File: config.mk
export PLATFORM = sky130hd
export DESIGN_NAME = ifetch
export DESIGN_NICKNAME = d
export VERILOG_FILES = /design/src/rtl/ifetch_pkg.sv /design/src/rtl/ifetch_fetch_buf.sv /design/src/rtl/ifetch.sv
export SDC_FILE = /design/constraint.sdc
export NUM_CORES = 1
export LEC_CHECK = 0
export CAP_MARGIN = 20
export CORE_MARGIN = 4
export CORE_UTILIZATION = 45
export DETAILED_ROUTE_END_ITERATION = 8
export GPL_TIMING_DRIVEN = 0
export PLACE_DENSITY_LB_ADDON = 0.12
export SYNTH_ARGS = -nofsm -noshare
export SYNTH_HDL_FRONTEND = slang
export SYNTH_SLANG_ARGS = --single-unit
File: constraint.sdc
create_clock -name clk -period 4.3 [get_ports clk]
set_input_delay 0.43 -clock clk [delete_from_list [all_inputs] [get_ports clk]]
set_output_delay 0.43 -clock clk [all_outputs]
set_load 0.01 [all_outputs]
File: src/rtl/ifetch_pkg.sv
// Shared types for the instruction fetch path: the word type, the
// {pc, instr} entry held in the fetch buffer, and the instruction size.
package ifetch_pkg;

  typedef logic [31:0] u32_t;

  typedef struct packed {
    u32_t pc;
    u32_t instr;
  } fetch_entry_t;

  localparam int INSTR_BYTES = 4;

endpackage

File: src/rtl/ifetch_fetch_buf.sv
// In-order FIFO of fetched {pc, instr} entries. Flush clears occupancy and
// pointers; entry storage is left as is because the count gates it.
module fetch_buf
  import ifetch_pkg::*;
#(
  parameter int DEPTH = 2
) (
  input  logic         clk,
  input  logic         rst_n,
  input  logic         push,
  input  logic         pop,
  input  logic         flush,
  input  fetch_entry_t data,
  output logic         full,
  output logic         empty,
  output fetch_entry_t head
);

  localparam int PW = (DEPTH > 1) ? $clog2(DEPTH) : 1;
  localparam int CW = $clog2(DEPTH + 1);
  localparam logic [CW-1:0] FULL_CNT = CW'(DEPTH);

  fetch_entry_t mem [DEPTH];
  logic [PW-1:0] rd_ptr;
  logic [PW-1:0] wr_ptr;
  logic [CW-1:0] count;

  always_ff @(posedge clk) begin
    if (!rst_n || flush) begin
      rd_ptr <= '0;
      wr_ptr <= '0;
      count  <= '0;
    end else begin
      if (push) wr_ptr <= wr_ptr + PW'(1);
      if (pop)  rd_ptr <= rd_ptr + PW'(1);
      case ({push, pop})
        2'b10:   count <= count + CW'(1);
        2'b01:   count <= count - CW'(1);
        default: count <= count;
      endcase
    end
  end

  // Pointers wrap naturally because DEPTH is a power of two.
  always_ff @(posedge clk) begin
    if (rst_n && !flush && push) mem[wr_ptr] <= data;
  end

  assign head  = mem[rd_ptr];
  assign full  = (count == FULL_CNT);
  assign empty = (count == '0);

endmodule

File: src/rtl/ifetch.sv
// Instruction fetch: owns the fetch PC, feeds imem, buffers returned words
// and hands them to decode in order; a redirect flushes and restarts fetch.
module ifetch
  import ifetch_pkg::*;
#(
  parameter u32_t RESET_PC = 32'h0000_0000,
  parameter int   DEPTH    = 2
) (
  input  logic        clk,
  input  logic        rst_n,
  output logic [31:0] imem_addr,
  input  logic [31:0] imem_data,
  input  logic        redirect_valid,
  input  logic [31:0] redirect_pc,
  output logic        out_valid,
  input  logic        out_ready,
  output logic [31:0] out_instr,
  output logic [31:0] out_pc
);

  u32_t         fetch_pc;
  logic         push;
  logic         pop;
  logic         full;
  logic         empty;
  fetch_entry_t head;
  fetch_entry_t wr_entry;

  assign out_valid = !empty && !redirect_valid;
  assign pop       = out_valid && out_ready;
  // A pop frees a slot on the same edge, so a full buffer still refills.
  assign push      = !redirect_valid && (!full || pop);

  assign wr_entry  = '{pc: fetch_pc, instr: imem_data};

  always_ff @(posedge clk) begin
    if (!rst_n) begin
      fetch_pc <= RESET_PC;
    end else if (redirect_valid) begin
      fetch_pc <= redirect_pc & ~u32_t'(INSTR_BYTES - 1);
    end else if (push) begin
      fetch_pc <= fetch_pc + u32_t'(INSTR_BYTES);
    end
  end

  fetch_buf #(.DEPTH(DEPTH)) u_buf (
    .clk   (clk),
    .rst_n (rst_n),
    .push  (push),
    .pop   (pop),
    .flush (redirect_valid),
    .data  (wr_entry),
    .full  (full),
    .empty (empty),
    .head  (head)
  );

  assign imem_addr = fetch_pc;
  assign out_instr = out_valid ? head.instr : '0;
  assign out_pc    = out_valid ? head.pc    : '0;

endmodule

## Word-level counts from Yosys, hierarchy flattened

Memories as Yosys holds them, arrays and structs flattened. A register that Yosys moved wholly into a read port is not among the register bits.
Cells that the tools add are included.

| word-level totals | value |
|---|---|
| bits in writable memories | 128 |
| output and inout port bits | 97 |
| register bits | 36 |
| memories | 1 |

| cells by class | value |
|---|---|
| bitwise gates (word level) | 1 |
| reduce and logical (&&, ||, !) cells | 15 |
| equal/unequal tests | 3 |
| muxes and demuxes | 9 |
| add/subtract/negate cells | 5 |

Memories:

| name | words | width | read ports | clocked after memory_dff | wr ports | RTL line | text |
|---|---|---|---|---|---|---|---|
| u_buf.mem | 2 | 64 | 1 | 1 | 1 | ifetch_fetch_buf.sv:23 | `fetch_entry_t mem [DEPTH];` |

Operator list:

| operator | number |
|---|---|
| $mux 32 | 4 |
| $add 32x3->32 const B | 1 |
| $logic_and 1x1->1 | 5 |
| $eq 2x2->1 const B | 2 |
| $logic_not 1->1 | 4 |
| $mux 1 | 4 |
| $pmux 2 s2 | 1 |
| $reduce_bool 2->1 | 2 |
| $add 1x1->1 const B | 2 |
| $add 2x1->2 const B | 1 |
| $eq 2x1->1 const B | 1 |
| $logic_not 2->1 | 1 |
| $logic_or 1x1->1 | 2 |
| $reduce_or 2->1 | 1 |
| $sub 2x1->2 const B | 1 |
| $not 1->1 | 1 |

## Longest topological paths before layout

| logic depth | value |
|---|---|
| depth after elaboration | 9 |
| gate-level depth with buffers | 7 |
| mapped depth without buffers | 6 |

## Modules after synthesis

From an unflattened synthesis, not the netlist that was laid out.

| unflattened totals | value |
|---|---|
| cell total of the unflattened synthesis | 493 |
| area, all modules | 6915.4 um^2 |

By module, submodules not included:

| module | sequential area each (um^2) | cells each | area each (um^2) | instances |
|---|---|---|---|---|
| fetch_buf | 3943.8 | 223 | 4829.6 | 1 |
| ifetch | 600.6 | 270 | 2085.8 | 1 |

## Worst setup path before layout

OpenSTA, ideal clock, no wires.

| timing | value |
|---|---|
| path kind | input-to-reg |
| from | in redirect_valid |
| to | mem u_buf.mem[0][0] (netlist bit) (enable) |
| arrival | 3.706 ns |
| path buffers | 2 |
| cell stages on the path | 5 |
| required time | 3.818 ns |
| setup slack | 0.113 ns |
| cells stage by stage | buf_2 > nand2b_1 > clkbuf_1 > a21o_1 > nor2_1 |

| between the ends | value |
|---|---|
| longest elaborated chain between the ends | 8 |
| elaborated cells between the ends (all ways) | 9 |
| classes of those cells | 2 x mux; 7 x reduce/logical |

Ends and longest elaborated chain:

| element | RTL line | text |
|---|---|---|
| start, declared | ifetch.sv:13 | `input logic redirect_valid,` |
| $logic_not 1->1 (*) | ifetch_fetch_buf.sv:46, ifetch.sv:29, ifetch.sv:32 |  |
| $logic_and 1x1->1 | ifetch.sv:29 | `assign out_valid = !empty && !redirect_valid;` |
| $logic_and 1x1->1 | ifetch.sv:30 | `assign pop = out_valid && out_ready;` |
| $logic_or 1x1->1 | ifetch.sv:32 | `assign push = !redirect_valid && (!full \|\| pop);` |
| $logic_and 1x1->1 | ifetch.sv:32 |  |
| $logic_and 1x1->1 (*) | ifetch_fetch_buf.sv:46 | `if (rst_n && !flush && push) mem[wr_ptr] <= data;` |
| $mux 1 (*) | ifetch_fetch_buf.sv:46 |  |
| $mux 1 (implied by the code) (*) | ifetch_fetch_buf.sv:46 |  |
| end, declared | ifetch_fetch_buf.sv:23 |  |

Mark *: on every way between the ends. The rest lies on a longest branch, timed or not.

## Final worst setup path

| timing | value |
|---|---|
| from | in redirect_valid |
| to | out out_pc[15] |

| between the ends | value |
|---|---|
| longest elaborated chain between the ends | 3 |

Ends and longest elaborated chain:

| element | RTL line | text |
|---|---|---|
| $logic_not 1->1 | ifetch.sv:29 |  |
| $logic_and 1x1->1 | ifetch.sv:29 |  |
| $mux 32 | ifetch.sv:60 | `assign out_pc = out_valid ? head.pc : '0;` |
| end, declared | ifetch.sv:18 | `output logic [31:0] out_pc` |

Every way passes these cells.

==> flow_summary.html <==
<table>
<tr><th>Metric</th><th>Value</th></tr>
<tr><th colspan="2">Timing</th></tr>
<tr><td>Count of final hold-check violations</td><td>0</td></tr>
<tr><td>Transition time at the pin with the least slew margin</td><td>921 ps</td></tr>
<tr><td>Final period utilization</td><td>79.1%</td></tr>
<tr><td>Final critical path time including I/O delays and setup</td><td>3400 ps</td></tr>
<tr><td>Maximum clock frequency</td><td>0.294 GHz</td></tr>
<tr><td>Worst clock skew</td><td>7.95 ps</td></tr>
<tr><td>RSZ-0062 raised after global routing</td><td>no</td></tr>
<tr><td>Worst-case setup margin in the final layout</td><td>900 ps</td></tr>
<tr><td>Slew Limit Fails</td><td>0</td></tr>
<tr><td>Final count of negative-setup-slack endpoints</td><td>0</td></tr>
<tr><td>Tightest slew margin relative to the limit</td><td>38.6%</td></tr>
<tr><th colspan="2">Worst hold path</th></tr>
<tr><td>Type of the worst min-delay path</td><td>in -&gt; reg</td></tr>
<tr><td>Min-delay src</td><td>rst_n</td></tr>
<tr><th colspan="2">Clock tree</th></tr>
<tr><td>TritonCTS clock tree</td><td>built</td></tr>
<tr><td>Clock transition at the register clock pins on the worst setup and hold paths after CTS</td><td>60 ps</td></tr>
<tr><td>Buffer levels on the longest clock path</td><td>2</td></tr>
<tr><td>TritonCTS Buffers</td><td>17</td></tr>
<tr><td>Quantity of gates resized following cts</td><td>0</td></tr>
<tr><td>Clock root buffer master</td><td>clkbuf_16</td></tr>
<tr><td>Skew-Pair Late Insertion Delay</td><td>410 ps</td></tr>
<tr><td>Number of sinks driven by the clock tree</td><td>159</td></tr>
<tr><td>H-tree level count</td><td>4</td></tr>
<tr><td>Number of setup buffers added after CTS</td><td>0</td></tr>
<tr><td>Hold buffer count at CTS</td><td>0</td></tr>
<tr><th colspan="2">Global routing</th></tr>
<tr><td>All-layer global routing usage</td><td>20.3%</td></tr>
<tr><td>Pin count of the biggest net entering global routing</td><td>63</td></tr>
<tr><td>GRT overflow</td><td>0</td></tr>
<tr><td>Antenna violations before repair</td><td>1</td></tr>
<tr><td>Via count of the first global-routing pass</td><td>5277</td></tr>
<tr><td>Wire length of the first global-routing pass</td><td>28.0 mm</td></tr>
<tr><th colspan="2">Placed design</th></tr>
<tr><td>Port buffer count</td><td>157</td></tr>
<tr><td>HPWL after DPL</td><td>12.3 mm</td></tr>
<tr><td>GP Congestion</td><td>0.843</td></tr>
<tr><td>Post-place setup slack</td><td>885 ps</td></tr>
<tr><th colspan="2">Setup path</th></tr>
<tr><td>Largest delay share family, worst path</td><td>buffers and inverters</td></tr>
<tr><td>Critical path data arrival time</td><td>2970 ps</td></tr>
<tr><td>Critical Setup Path Class</td><td>in -&gt; out</td></tr>
<tr><td>CP max stage cell</td><td>clkbuf_1</td></tr>
<tr><td>Sum of buffers and inverters on the critical path</td><td>5</td></tr>
<tr><td>Crit path max fanout</td><td>10</td></tr>
<tr><td>Launch point of the critical path</td><td>redirect_valid</td></tr>
<tr><td>FF-to-FF Start</td><td>u_buf.count[0]</td></tr>
<tr><td>Critical Path, Cell by Cell</td><td>clkdlybuf4s50_1 &gt; buf_2 &gt; or2_2 &gt; clkbuf_1 &gt; clkbuf_1 &gt; nor2_1 &gt; clkdlybuf4s50_1</td></tr>
<tr><td>Maximum cell stage delay along the critical path</td><td>580 ps</td></tr>
<tr><td>Startpoint Class</td><td>input port</td></tr>
<tr><td>Sort of element at the end of the critical path</td><td>output pin</td></tr>
<tr><td>Data required time at the worst endpoint</td><td>3870 ps</td></tr>
<tr><th colspan="2">Pwr</th></tr>
<tr><td>Power density over the cells</td><td>378 nW/um^2</td></tr>
<tr><td>Max IR drop VDD</td><td>0.289 mV</td></tr>
<tr><td>Static leakage power</td><td>2.97 nW</td></tr>
<tr><th colspan="2">Synth</th></tr>
<tr><td>Mapped Area</td><td>6860 sq um</td></tr>
<tr><td>Share of the yosys chip area belonging to registers</td><td>64.5%</td></tr>
<tr><td>Synth area leaders</td><td>edfxtp_1 (54%), dfxtp_1 (10%), mux2i_1 (9.0%)</td></tr>
<tr><td>Total of warnings raised by yosys</td><td>0</td></tr>
<tr><td>Synth top cells by count</td><td>edfxtp_1 (124), nor2_1 (76), mux2i_1 (62), dfxtp_1 (35), o21ai_0 (31)</td></tr>
<tr><td>Avg Cell Area, Syn</td><td>12.5 sq um</td></tr>
<tr><td>Synthesis-stage register bit count</td><td>159</td></tr>
<tr><td>Gate count after technology mapping</td><td>550</td></tr>
<tr><td>Number of synthesized flops with an enable pin</td><td>124</td></tr>
<tr><td>Top-count cell post-synth</td><td>edfxtp_1</td></tr>
<tr><td>Number of library cell types mapped by synthesis</td><td>50</td></tr>
<tr><td>Cell taking the most area after synthesis</td><td>edfxtp_1</td></tr>
<tr><td>Top cell type's share of synthesized area</td><td>54.3%</td></tr>
<tr><td>FFs w/ async S/R, synth</td><td>0%</td></tr>
<tr><td>Primary FF master, synth</td><td>edfxtp_1</td></tr>
<tr><th colspan="2">Routing</th></tr>
<tr><td>DRC marker count from the first detailed-route iteration</td><td>334</td></tr>
<tr><td>Number of vias after detailed routing</td><td>5097</td></tr>
<tr><td>Detailed Route WL</td><td>17.5 mm</td></tr>
<tr><td>Drt first pass iters</td><td>5</td></tr>
<tr><td>Antenna-violating nets left</td><td>0</td></tr>
<tr><td>DRC Markers</td><td>0</td></tr>
<tr><td>Routed length per instance</td><td>18.8 um</td></tr>
<tr><td>Per-cell via count in the routed design</td><td>5.49</td></tr>
<tr><th colspan="2">Floorplanning</th></tr>
<tr><td># rows</td><td>44</td></tr>
<tr><td>Starting density of the core</td><td>46.5%</td></tr>
<tr><td>I/O pin count</td><td>165</td></tr>
<tr><td>DIE WIDTH</td><td>131 um</td></tr>
<tr><td>Core area</td><td>14800 sq um</td></tr>
<tr><td>Area of the die</td><td>17300 sq um</td></tr>
<tr><td>Height of the die</td><td>131 um</td></tr>
<tr><th colspan="2">Finish</th></tr>
<tr><td>Multi-input gate area in the final layout</td><td>2250 sq um</td></tr>
<tr><td>Core occupancy in the finished layout</td><td>62.8%</td></tr>
<tr><td>Register area</td><td>4420 sq um</td></tr>
<tr><td>Area Overhead vs Synth</td><td>35.1%</td></tr>
<tr><td>Layout cells sized above 1</td><td>6.45%</td></tr>
<tr><td>Fillcell total</td><td>1185</td></tr>
<tr><td>Number of nets in the final layout</td><td>802</td></tr>
<tr><th colspan="2">Job</th></tr>
<tr><td># Max-Cap Violations</td><td>0</td></tr>
<tr><th colspan="2">Status</th></tr>
<tr><td>Status</td><td>finished clean</td></tr>
</table>
[routing by layer]
metal  part of all wire, %  vias to the layer above  GRT usage, %
met1                    44                     2422          26.0
li1                      -                     2457             -
met2                    49                      185          34.3
met5                     0                        -             0
met4                   2.4                        0          7.64
met3                   4.6                       33          4.13
[kinds of logic after synthesis]
family	after synthesis	share of synthesized area [%]
multiplexers	62	9.05
other	1	0.0547
flip-flops	159	64.5
XOR/XNOR	10	1.28
adder cells (fa/ha/maj)	3	0.547
AO/OA/AOI/OAI	93	8.70
buffers and inverters	49	2.97
AND/OR/NAND/NOR	173	12.9
[placed cells by master (no fill, tap or decap), types with 5 or more instances in the layout]
master           netlist  final
a211oi_1               9      9
a21oi_1               14     14
a31oi_1               11     11
and3_1                 8      8
and4_1                 5      5
clkbuf_1              29     30
clkbuf_16              0     17
clkdlybuf4s50_1        0    157
dfxtp_1               35     35
edfxtp_1             124    124
inv_1                  8      8
inv_6                  0      5
mux2i_1               62     62
nand2_1               16     16
nand3_1               21     21
nand4_1               12     12
nor2_1                76     75
nor4_1                 5      5
o21ai_0               31     31
o31ai_1                8      8
or4_1                 10     10
xnor2_1                9      9
[sequential cells by signal (all words and copies together), names as in the netlist, named ones only]
register	count
u_buf.count	2
u_buf.rd_ptr	1
imem_addr	30
u_buf.wr_ptr	1
u_buf.mem	124
[layout make-up]
cell class | instances | area share [%]
diodes | 1 | 0.0270
plain buffers | 40 | 1.84
clock buffers | 18 | 4.63
clock inverters | 14 | 1.17
inverters | 9 | 0.364
multi-input cells | 345 | 24.3
flip-flops and latches | 159 | 47.7
well taps | 184 | 2.48
repair buffers | 159 | 17.5
[where the power goes]
| group | internal (W) | switching [W] |
|---|---|---|
| logic | 0.000185 | 0.000170 |
| clock network | 0.000746 | 0.000622 |
| registers | 0.00173 | 0.0000544 |
| total | 0.00266 | 0.000847 |
[tightest hold or removal path: cells and delay by family]
family	cells	cell delay (ps)
compound gates	1	80
buf+inv	1	180
simple gates	1	160
[path summary, 6_finish.rpt]
path,endpoint,cells after the start,slack (ps)
worst max-delay path,out_pc[15],7,900
worst min register to register,u_buf.mem[1][59],0,500
worst min-delay path,imem_addr[29],3,500
worst max register to register,u_buf.mem[1][15],5,1850
[through the flow]
step                      instance area (sq um)  TNS (ps)  hold slack (ps)  power (W)  instances
after global placement                     8670   -157750              486    0.00216        894
after global routing                       9270         0              523    0.00364        929
after detailed placement                   8730         0              487    0.00217        896
after CTS                                  9270         0              487    0.00354        928
final                                      9270         0              498    0.00351        929
after floorplan                            6870         0              470    0.00196        553
Note: power is estimated with default switching activity, not from simulation.
